<file path="src/rtl/cirno_pkg.sv">
// Shared Cirno definitions: opcodes, function codes, field prefixes and
// the encoder FSM state type.
package cirno_pkg;

    localparam int WORD_W = 9;

    typedef enum logic [3:0] {
        OP_NIL   = 4'd0,
        OP_HALT  = 4'd1,
        OP_INCR  = 4'd2,
        OP_JMP   = 4'd3,
        OP_BEQ   = 4'd4,
        OP_BEQI  = 4'd5,
        OP_JMPI  = 4'd6,
        OP_MOVIH = 4'd7,
        OP_MOVIL = 4'd8,
        OP_ANDI  = 4'd9,
        OP_SHLI  = 4'd10,
        OP_SHRI  = 4'd11,
        OP_RR    = 4'd12,
        OP_LI    = 4'd13
    } enc_op_t;

    // ALU / memory function codes carried in RR words
    localparam logic [3:0] FN_LOAD  = 4'b1000;
    localparam logic [3:0] FN_STORE = 4'b1001;
    localparam logic [3:0] FN_MV    = 4'b0111;
    localparam logic [3:0] FN_CMP   = 4'b0110;
    localparam logic [3:0] FN_ANDI  = 4'b0011;
    localparam logic [3:0] FN_SHR   = 4'b0111;
    localparam logic [3:0] FN_SHL   = 4'b1110;

    // Opcode prefixes, identical to the ones the decoder matches on
    localparam logic [2:0] PFX_MOVIL = 3'b100;
    localparam logic [2:0] PFX_MOVIH = 3'b101;
    localparam logic [2:0] PFX_ANDI  = 3'b110;
    localparam logic [2:0] PFX_JMPI  = 3'b111;
    localparam logic [3:0] PFX_SHLI  = 4'b0110;
    localparam logic [3:0] PFX_SHRI  = 4'b0111;
    localparam logic [4:0] PFX_BEQI  = 5'b01011;
    localparam logic [4:0] PFX_SYS   = 5'b00000;
    localparam logic [1:0] SUB_BEQ   = 2'b01;
    localparam logic [1:0] SUB_JMP   = 2'b10;
    localparam logic [1:0] SUB_INCR  = 2'b11;

    typedef enum logic [1:0] {
        S_IDLE  = 2'd0,
        S_EMIT2 = 2'd1,
        S_FULL  = 2'd2
    } enc_state_t;

    // 0000 and 1011 alias system/BEQI words, 11xx aliases the shift space
    function automatic logic funct_legal(input logic [3:0] f);
        return !((f == 4'b0000) || (f == 4'b1011) || (f[3:2] == 2'b11));
    endfunction

endpackage

</file>
<file path="src/rtl/cirno_enc_pack.sv">
// Combinational field packing and legality check for one request.
module cirno_enc_pack
    import cirno_pkg::*;
(
    input  logic [3:0]        op,
    input  logic [1:0]        r1,
    input  logic [1:0]        r2,
    input  logic [3:0]        funct,
    input  logic [7:0]        imm,
    output logic [WORD_W-1:0] word0,
    output logic [WORD_W-1:0] word1,
    output logic              two_words,
    output logic              illegal
);

    // Build the word(s) for the requested op and flag out-of-range fields
    always_comb begin
        word0     = '0;
        word1     = '0;
        two_words = 1'b0;
        illegal   = 1'b0;
        case (op)
            OP_NIL:   word0 = 9'h000;
            OP_HALT:  word0 = 9'h001;
            OP_INCR:  word0 = {PFX_SYS, SUB_INCR, r1};
            OP_JMP:   word0 = {PFX_SYS, SUB_JMP, r1};
            OP_BEQ:   word0 = {PFX_SYS, SUB_BEQ, r1};
            OP_BEQI: begin
                word0   = {PFX_BEQI, imm[3:0]};
                illegal = |imm[7:4];
            end
            OP_JMPI: begin
                word0   = {PFX_JMPI, imm[5:0]};
                illegal = |imm[7:6];
            end
            OP_MOVIH: begin
                word0   = {PFX_MOVIH, r1, imm[3:0]};
                illegal = |imm[7:4];
            end
            OP_MOVIL: begin
                word0   = {PFX_MOVIL, r1, imm[3:0]};
                illegal = |imm[7:4];
            end
            OP_ANDI: begin
                word0   = {PFX_ANDI, r1, imm[3:0]};
                illegal = |imm[7:4];
            end
            OP_SHLI: begin
                word0   = {PFX_SHLI, r1, imm[2:0]};
                illegal = |imm[7:3];
            end
            OP_SHRI: begin
                word0   = {PFX_SHRI, r1, imm[2:0]};
                illegal = |imm[7:3];
            end
            OP_RR: begin
                word0   = {1'b0, funct, r1, r2};
                illegal = !funct_legal(funct);
            end
            OP_LI: begin
                word0     = {PFX_MOVIH, r1, imm[7:4]};
                word1     = {PFX_MOVIL, r1, imm[3:0]};
                two_words = 1'b1;
            end
            default:  illegal = 1'b1;
        endcase
    end

endmodule

</file>
<file path="src/rtl/cirno_encoder.sv">
// Cirno program writer: accepts symbolic requests, writes packed words
// sequentially into instruction memory, expands LI into MOVIH + MOVIL.
//
//   state   | meaning
//   --------+-----------------------------------------------
//   S_IDLE  | ready for a request
//   S_EMIT2 | MOVIH of an LI written, MOVIL goes out now
//   S_FULL  | last address written, waits for start
module cirno_encoder
    import cirno_pkg::*;
#(
    parameter int ADDR_W = 8
) (
    input  logic              clk,
    input  logic              rst_n,
    input  logic              start,
    input  logic              req_valid,
    output logic              req_ready,
    input  logic [3:0]        req_op,
    input  logic [1:0]        req_r1,
    input  logic [1:0]        req_r2,
    input  logic [3:0]        req_funct,
    input  logic [7:0]        req_imm,
    output logic              mem_we,
    output logic [ADDR_W-1:0] mem_addr,
    output logic [WORD_W-1:0] mem_wdata,
    output logic              err,
    output logic              full
);

    localparam logic [ADDR_W-1:0] LAST = '1;
    localparam logic [ADDR_W-1:0] ONE  = ADDR_W'(1);

    enc_state_t        state;
    logic [ADDR_W-1:0] ptr;
    logic [WORD_W-1:0] pend_word;
    logic [WORD_W-1:0] word0;
    logic [WORD_W-1:0] word1;
    logic              two_words;
    logic              illegal;

    cirno_enc_pack u_pack (
        .op        (req_op),
        .r1        (req_r1),
        .r2        (req_r2),
        .funct     (req_funct),
        .imm       (req_imm),
        .word0     (word0),
        .word1     (word1),
        .two_words (two_words),
        .illegal   (illegal)
    );

    assign req_ready = (state == S_IDLE) && !start;

    // Sequencer: write pointer, pending MOVIL, sticky flags, registered write port
    always_ff @(posedge clk or negedge rst_n) begin
        if (!rst_n) begin
            state     <= S_IDLE;
            ptr       <= '0;
            pend_word <= '0;
            mem_we    <= 1'b0;
            mem_addr  <= '0;
            mem_wdata <= '0;
            err       <= 1'b0;
            full      <= 1'b0;
        end else begin
            mem_we <= 1'b0;
            if (start) begin
                state    <= S_IDLE;
                ptr      <= '0;
                mem_addr <= '0;
                err      <= 1'b0;
                full     <= 1'b0;
            end else begin
                case (state)
                    S_IDLE: begin
                        if (req_valid) begin
                            // an LI at the last address has no room for its MOVIL
                            if (illegal || (two_words && (ptr == LAST))) begin
                                err <= 1'b1;
                            end else begin
                                mem_we    <= 1'b1;
                                mem_addr  <= ptr;
                                mem_wdata <= word0;
                                if (ptr == LAST) begin
                                    full  <= 1'b1;
                                    state <= S_FULL;
                                end else begin
                                    ptr <= ptr + ONE;
                                    if (two_words) begin
                                        pend_word <= word1;
                                        state     <= S_EMIT2;
                                    end
                                end
                            end
                        end
                    end
                    S_EMIT2: begin
                        mem_we    <= 1'b1;
                        mem_addr  <= ptr;
                        mem_wdata <= pend_word;
                        if (ptr == LAST) begin
                            full  <= 1'b1;
                            state <= S_FULL;
                        end else begin
                            ptr   <= ptr + ONE;
                            state <= S_IDLE;
                        end
                    end
                    S_FULL:  state <= S_FULL;
                    default: state <= S_IDLE;
                endcase
            end
        end
    end

endmodule

</file>
<file path="config.mk">
export PLATFORM = sky130hd
export DESIGN_NAME = cirno_encoder
export DESIGN_NICKNAME = d
export VERILOG_FILES = /design/src/rtl/cirno_pkg.sv /design/src/rtl/cirno_enc_pack.sv /design/src/rtl/cirno_encoder.sv
export SDC_FILE = /design/constraint.sdc
export NUM_CORES = 1
export LEC_CHECK = 0
export CORE_UTILIZATION = 40
export DETAILED_ROUTE_END_ITERATION = 8
export HOLD_SLACK_MARGIN = 0.08
export PLACE_DENSITY = 0.75
export SLEW_MARGIN = 30
export SYNTH_ARGS = -nofsm -noshare
export SYNTH_HDL_FRONTEND = slang
export SYNTH_SLANG_ARGS = --single-unit
</file>
<file path="constraint.sdc">
create_clock -name clk -period 4.6 [get_ports clk]
set_input_delay 0.92 -clock clk [delete_from_list [all_inputs] [get_ports clk]]
set_output_delay 0.92 -clock clk [all_outputs]
set_load 0.03 [all_outputs]
</file>
==> results of run 1 <==
-- per-stage QoR --
| stage | power (mW) | cells |
|---|---|---|
| 3_3_place_gp | 0.637 | 340 |
| 6_report | 0.974 | 348 |
| 3_5_place_dp | 0.640 | 340 |
| 4_1_cts | 0.984 | 348 |
| 2_1_floorplan | 0.538 | 236 |
| 5_1_grt | 1.02 | 348 |
-- logic make-up after synthesis --
kind of cell | synth area share [%]
buffers and inverters | 3.73
muxes | 11.2
and+or+nand+nor | 19.3
AOI/OAI and AO/OA | 23.3
adders and majority gates | 0.566
DFF | 41.9
-- where the power goes --
group	total (mW)	switching, mW	internal, mW
logic	0.247	0.134	0.114
clock network	0.339	0.121	0.218
registers	0.387	0.0240	0.363
total	0.974	0.279	0.695
-- layout make-up --
type                       count  area (sq um)
fill                         476          2360
multi-input combinational    179          1200
sequential                    37           926
timing repair buffer          49           473
tap                           70          87.6
clock buffer                   5          68.8
clock inverter                 3          68.8
inverter                       5          18.8
-- routing by layer --
metal | global-route usage [%] | vias to the layer above
li1 | - | 962
met1 | 28.7 | 924
met2 | 28.2 | 53
met3 | 4.19 | 2
met4 | 5.19 | 0
met5 | 0 | -
-- Yosys cell counts (all sizes together) (2+ instances only) --
library cell / n / area (sq um)
mux2: 14 / 158
and3b: 2 / 17.5
nor2b: 7 / 43.8
a221o: 3 / 30.0
nand2b: 8 / 50.1
and3: 3 / 18.8
o211ai: 3 / 36.3
a21o: 5 / 37.5
o21ai: 11 / 58.8
clkbuf: 8 / 30.0
nand4: 2 / 12.5
o221ai: 2 / 17.5
buf: 7 / 33.8
nand2: 13 / 48.8
inv: 5 / 18.8
a22oi: 4 / 30.0
or3: 2 / 12.5
nor3: 5 / 30.0
dfrtp: 37 / 926
o31ai: 5 / 47.5
mux2i: 9 / 90.1
and2: 2 / 12.5
nand3: 5 / 25.0
a21oi: 22 / 110
or4: 2 / 15.0
a211oi: 3 / 22.5
a31oi: 3 / 18.8
nand3b: 3 / 22.5
nor2: 24 / 90.1
a32oi: 4 / 35.0
-- worst register-to-register path, stage by stage, from the launching register on --
cell	delay, ps
sky130_fd_sc_hd__dfrtp_1	420
sky130_fd_sc_hd__ha_1	260
sky130_fd_sc_hd__and4_1	270
sky130_fd_sc_hd__nand3_1	240
sky130_fd_sc_hd__o211ai_4	140
sky130_fd_sc_hd__o31a_1	550
sky130_fd_sc_hd__or4_1	550
sky130_fd_sc_hd__a21oi_1	150
-- path summary, 6_finish.rpt --
check | to | cells after the start
worst max-delay path | req_ready | 4
worst min-delay path | pend_word[8]$_DFFE_PN0P_ | 1
worst max register to register | ptr[3]$_DFFE_PN0P_ | 7
worst min register to register | pend_word[8]$_DFFE_PN0P_ | 1
max in group asynchronous | pend_word[1]$_DFFE_PN0P_ | 1
min in group asynchronous | err$_DFFE_PN0P_ | 1
-- sequential cells by signal (all words and copies together) (netlist names) --
| signal | flops |
|---|---|
| state | 2 |
| ptr | 8 |
| full | 1 |
| mem_wdata | 9 |
| pend_word | 7 |
| err | 1 |
| mem_addr | 8 |
| mem_we | 1 |
==> tab_implementation.tex, run 1 <==
\begin{tabular}{lr}
\hline
Metric & Value \\
\hline
\multicolumn{2}{l}{\textbf{Min path}} \\
\quad Launch point of the worst hold path & pend\_word[8]\$\_DFFE\_PN0P\_ \\
\quad Hold Crit Class & flip-flop to flip-flop \\
\multicolumn{2}{l}{\textbf{Final layout}} \\
\quad \# nets final & 302 \\
\quad Leading cell types in the layout, fill and taps excluded & sky130\_fd\_sc\_hd\_\_clkdlybuf4s50\_1, sky130\_fd\_sc\_hd\_\_dfrtp\_1, sky130\_fd\_sc\_hd\_\_nor2\_1 \\
\quad Fraction of layout instances using a drive strength above 1 & about an eighth \\
\quad Final design instance area without fill & $\sim$2800 sq um \\
\quad Diode count & 0 \\
\quad Utilization after layout & 54.7\% \\
\quad Area overhead of the layout relative to synthesis & 28.7\% \\
\quad Most common library cell in the layout ignoring fill and taps & sky130\_fd\_sc\_hd\_\_clkdlybuf4s50\_1 \\
\multicolumn{2}{l}{\textbf{Clock tree}} \\
\quad Setup fix buffers added after clock tree synthesis & 0 \\
\quad CTS tree & done \\
\quad Source-to-sink clock delay at the later pin of the worst-skew pair & between 200 and 300 ps \\
\quad Cell chosen for the clock root & sky130\_fd\_sc\_hd\_\_clkbuf\_8 \\
\quad Number of sinks handled by clock tree synthesis & 37 \\
\quad Post-cts sizing count & 0 \\
\quad Clock input transition at the sequential cells of the worst setup and hold paths & about 70 ps \\
\quad Maximum level of the CTS H-tree & 2 \\
\quad Buffer depth of the longest clock path & 2 \\
\quad Number of hold buffers added after cts & 0 \\
\quad Number of buffers created by CTS & 5 \\
\multicolumn{2}{l}{\textbf{Timing}} \\
\quad Final period demand of the worst path & about 3600 ps \\
\quad Highest achievable clock rate & around 0.28 GHz \\
\quad Hold slack final & roughly 490 ps \\
\quad Crit path setup slack, layout & 1030 ps \\
\quad Final critical-path share of the clock period & a little under 80\% \\
\quad Pin slew with the least headroom to its limit & between 800 and 900 ps \\
\quad Number of setup violations in the final report & 0 \\
\quad Accumulated negative setup slack & 0 ps \\
\quad Final number of hold-violating endpoints & 0 \\
\quad Remaining max-slew budget at the tightest pin & about 45\% \\
\quad Final setup skew & roughly 7.6 ps \\
\quad Number of pins with negative max-slew slack in the final report & 0 \\
\quad Setup repair after global routing missed its margin & no \\
\multicolumn{2}{l}{\textbf{GRT}} \\
\quad Maximum number of pins on one net before global-route repair & 38 \\
\quad Initial antenna violation count & 0 \\
\quad Residual overflow from global routing & 0 \\
\quad Global-route wire length before repair & between 9000 and 10,000 um \\
\quad Number of global-route vias before repair & 1,837 \\
\quad Overall track demand over capacity in global routing & around 19\% \\
\multicolumn{2}{l}{\textbf{Floorplanning}} \\
\quad I/O pin count & 45 \\
\quad Die boundary width & 76.4 um \\
\quad Core area & $\sim$5200 sq um \\
\quad Chip Height & 76.4 um \\
\quad Effective utilization at floorplan & approximately 43\% \\
\quad Die area & $\sim$5800 sq um \\
\quad Row cnt & 26 \\
\multicolumn{2}{l}{\textbf{Outcome}} \\
\quad Result of the run & complete, no violations \\
\multicolumn{2}{l}{\textbf{Setup path}} \\
\quad Worst endpoint required time & roughly 3700 ps \\
\quad Type of element capturing the critical path & output pin \\
\quad Worst EP arrival & between 2000 and 3000 ps \\
\quad Delay contributed by the slowest stage of the critical path & 740 ps \\
\quad Number of buffers and inverters on the critical path & 3 \\
\quad R2R Setup Slk & $\sim$2000 ps \\
\quad CP startpoint kind & primary input \\
\quad Slowest stage cell on the critical path & sky130\_fd\_sc\_hd\_\_clkdlybuf4s50\_1 \\
\quad Critical Path Start & start \\
\quad Reg2Reg Launch Point & ptr[0]\$\_DFFE\_PN0P\_ \\
\quad Worst path most repeated cell & sky130\_fd\_sc\_hd\_\_clkdlybuf4s50\_1 \\
\quad Crit path kind & primary input to output pin \\
\quad Crit path max fanout & 22 \\
\quad Kind of cell adding the most delay to the critical path & buffers and inverters \\
\quad Cells traversed along the worst timing path & clkdlybuf4s50\_1 -> buf\_4 -> nor3\_1 -> clkdlybuf4s50\_1 \\
\multicolumn{2}{l}{\textbf{Synthesis}} \\
\quad Number of library cell types mapped by synthesis & 49 \\
\quad Synth warnings & 0 \\
\quad Seq cells post-synth & 37 \\
\quad Avg Cell Area, Syn & between 9 and 10 sq um \\
\quad Ys flop type & sky130\_fd\_sc\_hd\_\_dfrtp\_1 \\
\quad Total standard cell area after synthesis & between 2000 and 2500 sq um \\
\quad Sequential share of the synthesized area & roughly two fifths \\
\quad Number of nets produced by synthesis & between 200 and 300 \\
\quad Synthesized instance count & around 240 \\
\quad Proportion of synthesized flip-flops having asynchronous set or reset & 100\% \\
\quad Post-synth EDFFs & 0 \\
\multicolumn{2}{l}{\textbf{Drt}} \\
\quad Total length of routed wires & roughly 5300 um \\
\quad Remaining DRCs & 0 \\
\quad DR vias/cell & 5.58 \\
\quad Met2 wire length & between 2000 and 2500 um \\
\quad DR iter-0 viols & between 200 and 250 \\
\quad Number of detailed-routing iterations run before antenna repair & 4 \\
\quad Met3 Routed Length & approximately 210 um \\
\quad Metal1 wirelength & around 2700 um \\
\quad Average detailed-routed wire length per instance & $\sim$15 um \\
\quad Via count & between 1,500 and 2,000 \\
\quad Antenna-violating nets left & 0 \\
\quad Top routing layer used & met4 \\
\multicolumn{2}{l}{\textbf{Pwr}} \\
\quad Leakage power figure & approximately 1.2 nW \\
\quad Max IR drop VDD & approximately 230 uV \\
\quad Total power divided by cell area & between 300 and 400 nW/um\^{}2 \\
\multicolumn{2}{l}{\textbf{Flow run}} \\
\quad Maximum Capacitance Violations & 0 \\
\multicolumn{2}{l}{\textbf{Placed design}} \\
\quad DP HPWL & 3770 um \\
\quad Instance area after placement & around 2700 sq um \\
\quad Final estimated routing congestion in global placement & approximately 0.9 \\
\quad Worst setup slack before clock tree synthesis & around 770 ps \\
\quad Port Buffers & 44 \\
\hline
\end{tabular}
Note: power is estimated with default switching activity, not from simulation.
==> run 2: changes to the inputs <==
clock period = 3.3 ns   (was 4.6 ns; I/O delays follow)
==> tab_implementation.tex, run 2 (synthesized netlist as in run 1, its figures left out) <==
\begin{tabular}{lr}
\hline
Metric & Value \\
\hline
\multicolumn{2}{l}{\textbf{Outcome}} \\
\quad Result of the run & complete, no violations \\
\multicolumn{2}{l}{\textbf{Setup path}} \\
\quad CP startpoint kind & primary input \\
\quad Number of buffers and inverters on the critical path & 2 (-1) \\
\quad Worst EP arrival & 2100 ps (-550 ps) \\
\quad Cell count of the worst reg-to-reg path & 8 (+1) \\
\quad Worst flop-to-flop path endpoint & ptr[0]\$\_DFFE\_PN0P\_ \\
\quad Cells traversed along the worst timing path & clkdlybuf4s50\_1 -> nor3\_1 -> clkdlybuf4s50\_1 \\
\quad Worst endpoint required time & 2640 ps (-1040 ps) \\
\quad Type of element capturing the critical path & output pin \\
\quad Crit path max fanout & 2 (-91\%) \\
\quad Reg2Reg Launch Point & ptr[0]\$\_DFFE\_PN0P\_ \\
\quad R2R Setup Slk & 890 ps (-1070 ps) \\
\quad Kind of cell adding the most delay to the critical path & buffers and inverters \\
\quad Worst path most repeated cell & sky130\_fd\_sc\_hd\_\_clkdlybuf4s50\_1 \\
\quad Slowest stage cell on the critical path & sky130\_fd\_sc\_hd\_\_clkdlybuf4s50\_1 \\
\quad Crit path kind & primary input to output pin \\
\quad Delay contributed by the slowest stage of the critical path & 720 ps (-20 ps) \\
\multicolumn{2}{l}{\textbf{Clock tree}} \\
\quad Buffer depth of the longest clock path & 2 (unchanged) \\
\quad Source-to-sink clock delay at the later pin of the worst-skew pair & 290 ps (about the same) \\
\quad Number of sinks handled by clock tree synthesis & 37 (unchanged) \\
\quad Clock input transition at the sequential cells of the worst setup and hold paths & 80 ps (about the same) \\
\quad Cell chosen for the clock root & sky130\_fd\_sc\_hd\_\_clkbuf\_8 \\
\quad Post-cts sizing count & 0 (unchanged) \\
\quad Setup fix buffers added after clock tree synthesis & 0 (unchanged) \\
\quad CTS tree & done \\
\quad Maximum level of the CTS H-tree & 2 (unchanged) \\
\quad Number of hold buffers added after cts & 0 (unchanged) \\
\quad Number of buffers created by CTS & 5 (unchanged) \\
\multicolumn{2}{l}{\textbf{Pwr}} \\
\quad Total power divided by cell area & 425 nW/um\^{}2 (+24\%) \\
\quad Max IR drop VDD & 317 uV (+35\%) \\
\quad Leakage power figure & 1.23 nW (+0.44\%) \\
\multicolumn{2}{l}{\textbf{Min path}} \\
\quad Hold Crit Class & primary input to async pin \\
\multicolumn{2}{l}{\textbf{Final layout}} \\
\quad Leading cell types in the layout, fill and taps excluded & sky130\_fd\_sc\_hd\_\_clkdlybuf4s50\_1, sky130\_fd\_sc\_hd\_\_dfrtp\_1, sky130\_fd\_sc\_hd\_\_nor2\_1 \\
\quad Most common library cell in the layout ignoring fill and taps & sky130\_fd\_sc\_hd\_\_clkdlybuf4s50\_1 \\
\quad Final design instance area without fill & 2840 sq um (-0.22\%) \\
\quad Count of fill cells added during filler insertion & 483 (+1.5\%) \\
\quad Diode count & 0 (unchanged) \\
\quad Reg with most FFs & mem\_wdata \\
\quad Fraction of layout instances using a drive strength above 1 & 14.4\% (+1.8 points) \\
\quad Area overhead of the layout relative to synthesis & 28.4\% \\
\quad \# nets final & 308 (+2.0\%) \\
\quad Flip-flop count of the largest register, all copies and words added & 9 (unchanged) \\
\quad Biggest regs & mem\_wdata x9, mem\_addr x8, ptr x8 \\
\multicolumn{2}{l}{\textbf{Floorplanning}} \\
\quad Core area & 5200 sq um (unchanged) \\
\quad Row cnt & 26 (unchanged) \\
\quad Die boundary width & 76.4 um (unchanged) \\
\quad I/O pin count & 45 (unchanged) \\
\quad Effective utilization at floorplan & 42.5\% (unchanged) \\
\quad Die area & 5830 sq um (unchanged) \\
\quad Chip Height & 76.4 um (unchanged) \\
\multicolumn{2}{l}{\textbf{Timing}} \\
\quad Remaining max-slew budget at the tightest pin & 44.2\% (-0.74 points) \\
\quad Number of setup violations in the final report & 0 (unchanged) \\
\quad Setup repair after global routing missed its margin & no \\
\quad Final number of hold-violating endpoints & 0 (unchanged) \\
\quad Highest achievable clock rate & 0.362 GHz \\
\quad Number of pins with negative max-slew slack in the final report & 0 (unchanged) \\
\quad Final critical-path share of the clock period & between 80 and 90\% \\
\quad Pin slew with the least headroom to its limit & 836 ps (+11.0 ps) \\
\quad Final setup skew & 13.6 ps (+6.00 ps) \\
\quad Final period demand of the worst path & 2760 ps \\
\quad Accumulated negative setup slack & 0 ps (unchanged) \\
\multicolumn{2}{l}{\textbf{Placed design}} \\
\quad DP HPWL & 3920 um (+4.2\%) \\
\quad Instance area after placement & 2750 sq um (+1.7\%) \\
\quad Port Buffers & 44 (unchanged) \\
\quad Final estimated routing congestion in global placement & 0.869 (-4.0\%) \\
\multicolumn{2}{l}{\textbf{Drt}} \\
\quad Via count & 1,980 (+2.0\%) \\
\quad Total length of routed wires & 5400 um (+2.4\%) \\
\quad Antenna-violating nets left & 0 (unchanged) \\
\quad Remaining DRCs & 0 (unchanged) \\
\quad Average detailed-routed wire length per instance & 15.3 um (+0.65\%) \\
\quad DR vias/cell & 5.59 (+0.28\%) \\
\quad Number of detailed-routing iterations run before antenna repair & 4 (unchanged) \\
\quad DR iter-0 viols & 144 (-34\%) \\
\multicolumn{2}{l}{\textbf{GRT}} \\
\quad Maximum number of pins on one net before global-route repair & 38 (unchanged) \\
\quad Initial antenna violation count & 0 (unchanged) \\
\quad Number of global-route vias before repair & 1,891 (+2.9\%) \\
\quad Overall track demand over capacity in global routing & 20.4\% (+1.0 points) \\
\quad Global-route wire length before repair & 9290 um (+2.6\%) \\
\quad Residual overflow from global routing & 0 (unchanged) \\
\multicolumn{2}{l}{\textbf{Flow run}} \\
\quad Maximum Capacitance Violations & 0 (unchanged) \\
\hline
\end{tabular}
==> run 2: changes by cell type in the layout (fill, tap and decap cells not counted) <==
cell,delta
sky130_fd_sc_hd__clkinv_2,+2
sky130_fd_sc_hd__buf_4,+6
sky130_fd_sc_hd__bufinv_16,-2
sky130_fd_sc_hd__clkinvlp_4,+1
sky130_fd_sc_hd__inv_6,-1
==> run 2: worst max-delay path by stage <==
stage,from,to,slack [ps],depth (start not counted)
3_3_place_gp,req_op[0],mem_wdata[0]$_DFFE_PN0P_,340,7
3_5_place_dp,req_imm[5],ptr[0]$_DFFE_PN0P_,340,8
5_1_grt,start,req_ready,430,3
4_1_cts,start,req_ready,530,3
6_report,start,req_ready,540,3
2_1_floorplan,req_imm[5],ptr[3]$_DFFE_PN0P_,870,6
==> run 2: through the flow <==
stage / hold slack (ps) / power [mW] / utilization (%) / instances / worst slack [ps]
floorplan: 364 / 0.750 / - / 236 / 867
global placement: 455 / 0.894 / 52.9 / 346 / 341
detailed placement: 459 / 0.900 / 52.9 / 346 / 340
CTS: 476 / 1.22 / 54.6 / 354 / 526
global route: 500 / 1.28 / 54.6 / 354 / 431
finish: 455 / 1.21 / 54.6 / 354 / 535
==> run 2: worst register-to-register path, delay by kind of cell, from the launching register on <==
family          cells  cell delay, ps
simple gates        3             850
compound gates      3             590
flops               1             430
fa+ha+maj           1             270
buf+inv             1             200
==> run 2: where the power goes <==
group | switching [mW] | internal [mW] | total (mW)
clock network | 0.171 | 0.146 | 0.317
logic | 0.187 | 0.164 | 0.350
registers | 0.0340 | 0.507 | 0.541
total | 0.392 | 0.816 | 1.21
==> run 2: layout make-up <==
class                      count  area (sq um)  share of cell area (%)
sequential                    37           926                    32.6
tap                           70          87.6                    3.08
timing repair buffer          55           518                    18.2
clock buffer                   5          68.8                    2.42
multi-input combinational    179          1200                    42.4
inverter                       5          18.8                   0.661
clock inverter                 3          17.5                   0.617
==> run 2: layer usage <==
metal	part of all wire, %	up-vias	global-route usage (%)
met5	0	-	0
met4	1.4	0	8.08
met3	4.8	6	4.43
met2	44	53	30.8
met1	49	950	28.3
li1	-	971	-
==> run 3: changes to the inputs <==
PLACE_DENSITY = 0.77   (was 0.75)
clock period = 2.25 ns   (was 3.3 ns; I/O delays follow)
==> tab_implementation.tex, run 3 (synthesized netlist as in run 1, its figures left out) <==
\begin{tabular}{lr}
\hline
Metric & Value \\
\hline
\multicolumn{2}{l}{\textbf{Clock tree}} \\
\quad CTS tree & done \\
\quad Cell chosen for the clock root & sky130\_fd\_sc\_hd\_\_clkbuf\_8 \\
\quad Number of sinks handled by clock tree synthesis & 37 (unchanged) \\
\quad Source-to-sink clock delay at the later pin of the worst-skew pair & 290 ps (about the same) \\
\quad Clock input transition at the sequential cells of the worst setup and hold paths & 80 ps (about the same) \\
\quad Setup fix buffers added after clock tree synthesis & 0 (unchanged) \\
\quad Buffer depth of the longest clock path & 2 (unchanged) \\
\quad Number of hold buffers added after cts & 0 (unchanged) \\
\quad Maximum level of the CTS H-tree & 2 (unchanged) \\
\quad Number of buffers created by CTS & 5 (unchanged) \\
\multicolumn{2}{l}{\textbf{Final layout}} \\
\quad Utilization after layout & 61.7\% (+7.2 points) \\
\quad Total area of multi-input combinational cells & 1250 sq um (+3.7\%) \\
\quad \# nets final & 345 (+12\%) \\
\quad Area overhead of the layout relative to synthesis & 45.2\% \\
\quad Leading cell types in the layout, fill and taps excluded & sky130\_fd\_sc\_hd\_\_buf\_4, sky130\_fd\_sc\_hd\_\_dfrtp\_1, sky130\_fd\_sc\_hd\_\_clkdlybuf4s50\_1 \\
\quad Fraction of layout instances using a drive strength above 1 & 26.2\% (+12 points) \\
\quad Final design instance area without fill & 3210 sq um (+13\%) \\
\quad Reg with most FFs & mem\_wdata \\
\quad Diode count & 0 (unchanged) \\
\quad Flip-flop count of the largest register, all copies and words added & 9 (unchanged) \\
\quad Storage cell area & 926 sq um (unchanged) \\
\quad Number of standard cells in the final layout excluding fillers & 391 (+10\%) \\
\quad Biggest regs & mem\_wdata x9, mem\_addr x8, ptr x8 \\
\quad Count of fill cells added during filler insertion & 450 (-6.8\%) \\
\quad Most common library cell in the layout ignoring fill and taps & sky130\_fd\_sc\_hd\_\_buf\_4 \\
\multicolumn{2}{l}{\textbf{Timing}} \\
\quad Number of pins with negative max-slew slack in the final report & 0 (unchanged) \\
\quad Pin slew with the least headroom to its limit & 667 ps (-169 ps) \\
\quad Final setup skew & 10.6 ps (-3.02 ps) \\
\quad Hold slack final & 474 ps (+19.2 ps) \\
\quad Final number of hold-violating endpoints & 0 (unchanged) \\
\quad Highest achievable clock rate & approximately 0.46 GHz \\
\quad Setup repair after global routing missed its margin & no \\
\quad Number of setup violations in the final report & 0 (unchanged) \\
\quad Final period demand of the worst path & around 2200 ps \\
\quad Remaining max-slew budget at the tightest pin & 55.4\% (+11 points) \\
\quad Accumulated negative setup slack & 0 ps (unchanged) \\
\quad Crit path setup slack, layout & 88.1 ps (-447 ps) \\
\quad Final critical-path share of the clock period & roughly 96\% \\
\multicolumn{2}{l}{\textbf{Pwr}} \\
\quad Internal Pwr Total & 1.39 mW (+70\%) \\
\quad Total power divided by cell area & 616 nW/um\^{}2 (+45\%) \\
\quad Max IR drop VDD & 587 uV (+85\%) \\
\quad Sequential group share of total power & 40.1\% (-4.7 points) \\
\quad Pwr Total & 1.98 mW (+64\%) \\
\quad Part of the total power dissipated in combinational logic & 29.5\% (+0.5 points) \\
\quad Net switching power of the design & 590 uW (+51\%) \\
\quad Clock share of power & 30.4\% (+4.2 points) \\
\quad Switch share & 29.8\% (-2.6 points) \\
\quad Leakage power figure & 1.46 nW (+19\%) \\
\multicolumn{2}{l}{\textbf{Min path}} \\
\quad Hold Crit Class & flip-flop to flip-flop \\
\quad Launch point of the worst hold path & pend\_word[8]\$\_DFFE\_PN0P\_ \\
\quad Hold Crit Endpoint & pend\_word[8]\$\_DFFE\_PN0P\_ \\
\quad Count of cells along the worst hold path & 1 \\
\multicolumn{2}{l}{\textbf{Setup path}} \\
\quad Worst EP arrival & 2370 ps (+270 ps) \\
\quad Crit path max fanout & 3 (+1) \\
\quad Reg2Reg Launch Point & ptr[0]\$\_DFFE\_PN0P\_ \\
\quad R2R Setup Slk & 130 ps (-760 ps) \\
\quad CP startpoint kind & primary input \\
\quad Worst flop-to-flop path endpoint & ptr[3]\$\_DFFE\_PN0P\_ \\
\quad Cell count of the worst reg-to-reg path & 7 (-1) \\
\quad Crit path kind & primary input to flip-flop \\
\quad Worst endpoint required time & 2460 ps (-180 ps) \\
\quad Type of element capturing the critical path & flip-flop \\
\multicolumn{2}{l}{\textbf{Drt}} \\
\quad DR iter-0 viols & 193 (+34\%) \\
\quad Antenna-violating nets left & 0 (unchanged) \\
\quad Remaining DRCs & 0 (unchanged) \\
\quad Average detailed-routed wire length per instance & 15.2 um (-0.21\%) \\
\quad Total length of routed wires & 5950 um (+10\%) \\
\quad DR vias/cell & 5.53 (-1.2\%) \\
\quad Number of detailed-routing iterations run before antenna repair & 6 (+2) \\
\quad Via count & 2,161 (+9.1\%) \\
\multicolumn{2}{l}{\textbf{Floorplanning}} \\
\quad Die area & 5830 sq um (unchanged) \\
\quad Core area & 5200 sq um (unchanged) \\
\quad I/O pin count & 45 (unchanged) \\
\quad Chip Height & 76.4 um (unchanged) \\
\quad Effective utilization at floorplan & 42.5\% (unchanged) \\
\quad Die boundary width & 76.4 um (unchanged) \\
\quad Row cnt & 26 (unchanged) \\
\multicolumn{2}{l}{\textbf{Placed design}} \\
\quad Port Buffers & 44 (unchanged) \\
\quad Number of placed cells counting well taps & 384 (+11\%) \\
\quad Instance area after placement & 3040 sq um (+10\%) \\
\quad Final estimated routing congestion in global placement & 0.940 (+8.2\%) \\
\quad Worst setup slack before clock tree synthesis & -417 ps (-758 ps) \\
\quad DP HPWL & 4370 um (+11\%) \\
\multicolumn{2}{l}{\textbf{GRT}} \\
\quad Residual overflow from global routing & 0 (unchanged) \\
\quad Number of global-route vias before repair & 2,018 (+6.7\%) \\
\quad Overall track demand over capacity in global routing & 20.7\% (+0.36 points) \\
\quad Initial antenna violation count & 0 (unchanged) \\
\quad Global-route wire length before repair & 9690 um (+4.3\%) \\
\quad Maximum number of pins on one net before global-route repair & 38 (unchanged) \\
\multicolumn{2}{l}{\textbf{Outcome}} \\
\quad Result of the run & complete, no violations \\
\multicolumn{2}{l}{\textbf{Flow run}} \\
\quad Maximum Capacitance Violations & 0 (unchanged) \\
\hline
\end{tabular}
==> run 3: area by class of cell <==
cell class	count	share of cell area [%]
well taps	70	2.73
clock inverters	2	1.17
inverters	5	0.584
clock buffers	6	2.57
repair buffers	92	25.3
multi-input cells	179	38.9
flip-flops and latches	37	28.8
==> run 3: timing repair <==
item,in CTS,in global routing
cloned,0,0
endpoints found under the setup margin,19,16
gates resized for setup,7,12
pin swaps,6,3
==> run 3: layer usage <==
layer	global-route usage, %	vias to the layer above	part of all wire, %
met1	29.1	1050	48
li1	-	1041	-
met3	3.59	4	4.2
met5	0	-	0
met4	5.38	0	1.0
met2	33.0	66	47
==> run 3: critical path, cell delays in order <==
cell and delay, ps:
sky130_fd_sc_hd__clkdlybuf4s50_1 460, sky130_fd_sc_hd__a21o_1 200, sky130_fd_sc_hd__a21oi_1 270, sky130_fd_sc_hd__o31ai_4 110, sky130_fd_sc_hd__o31a_1 280, sky130_fd_sc_hd__or4_1 460
sky130_fd_sc_hd__a21oi_1 140
==> run 3: worst max-delay path by stage <==
stage / startpoint / endpoint / cells past startpoint
final: req_funct[0] / ptr[3]$_DFFE_PN0P_ / 7
after global routing: req_imm[7] / ptr[3]$_DFFE_PN0P_ / 7
after global placement: req_imm[5] / ptr[3]$_DFFE_PN0P_ / 7
after CTS: req_op[3] / ptr[3]$_DFFE_PN0P_ / 7
after detailed placement: req_imm[7] / ptr[3]$_DFFE_PN0P_ / 9
after floorplan: req_imm[5] / ptr[3]$_DFFE_PN0P_ / 6
==> run 3: power groups by stage <==
stage	Clock [mW]	Sequential [mW]	Combinational (mW)
6_report	0.602	0.793	0.584
5_1_grt	0.649	0.802	0.622
4_1_cts	0.616	0.791	0.575
3_5_place_dp	0	0.804	0.571
3_3_place_gp	0	0.801	0.559
2_1_floorplan	0	0.886	0.214
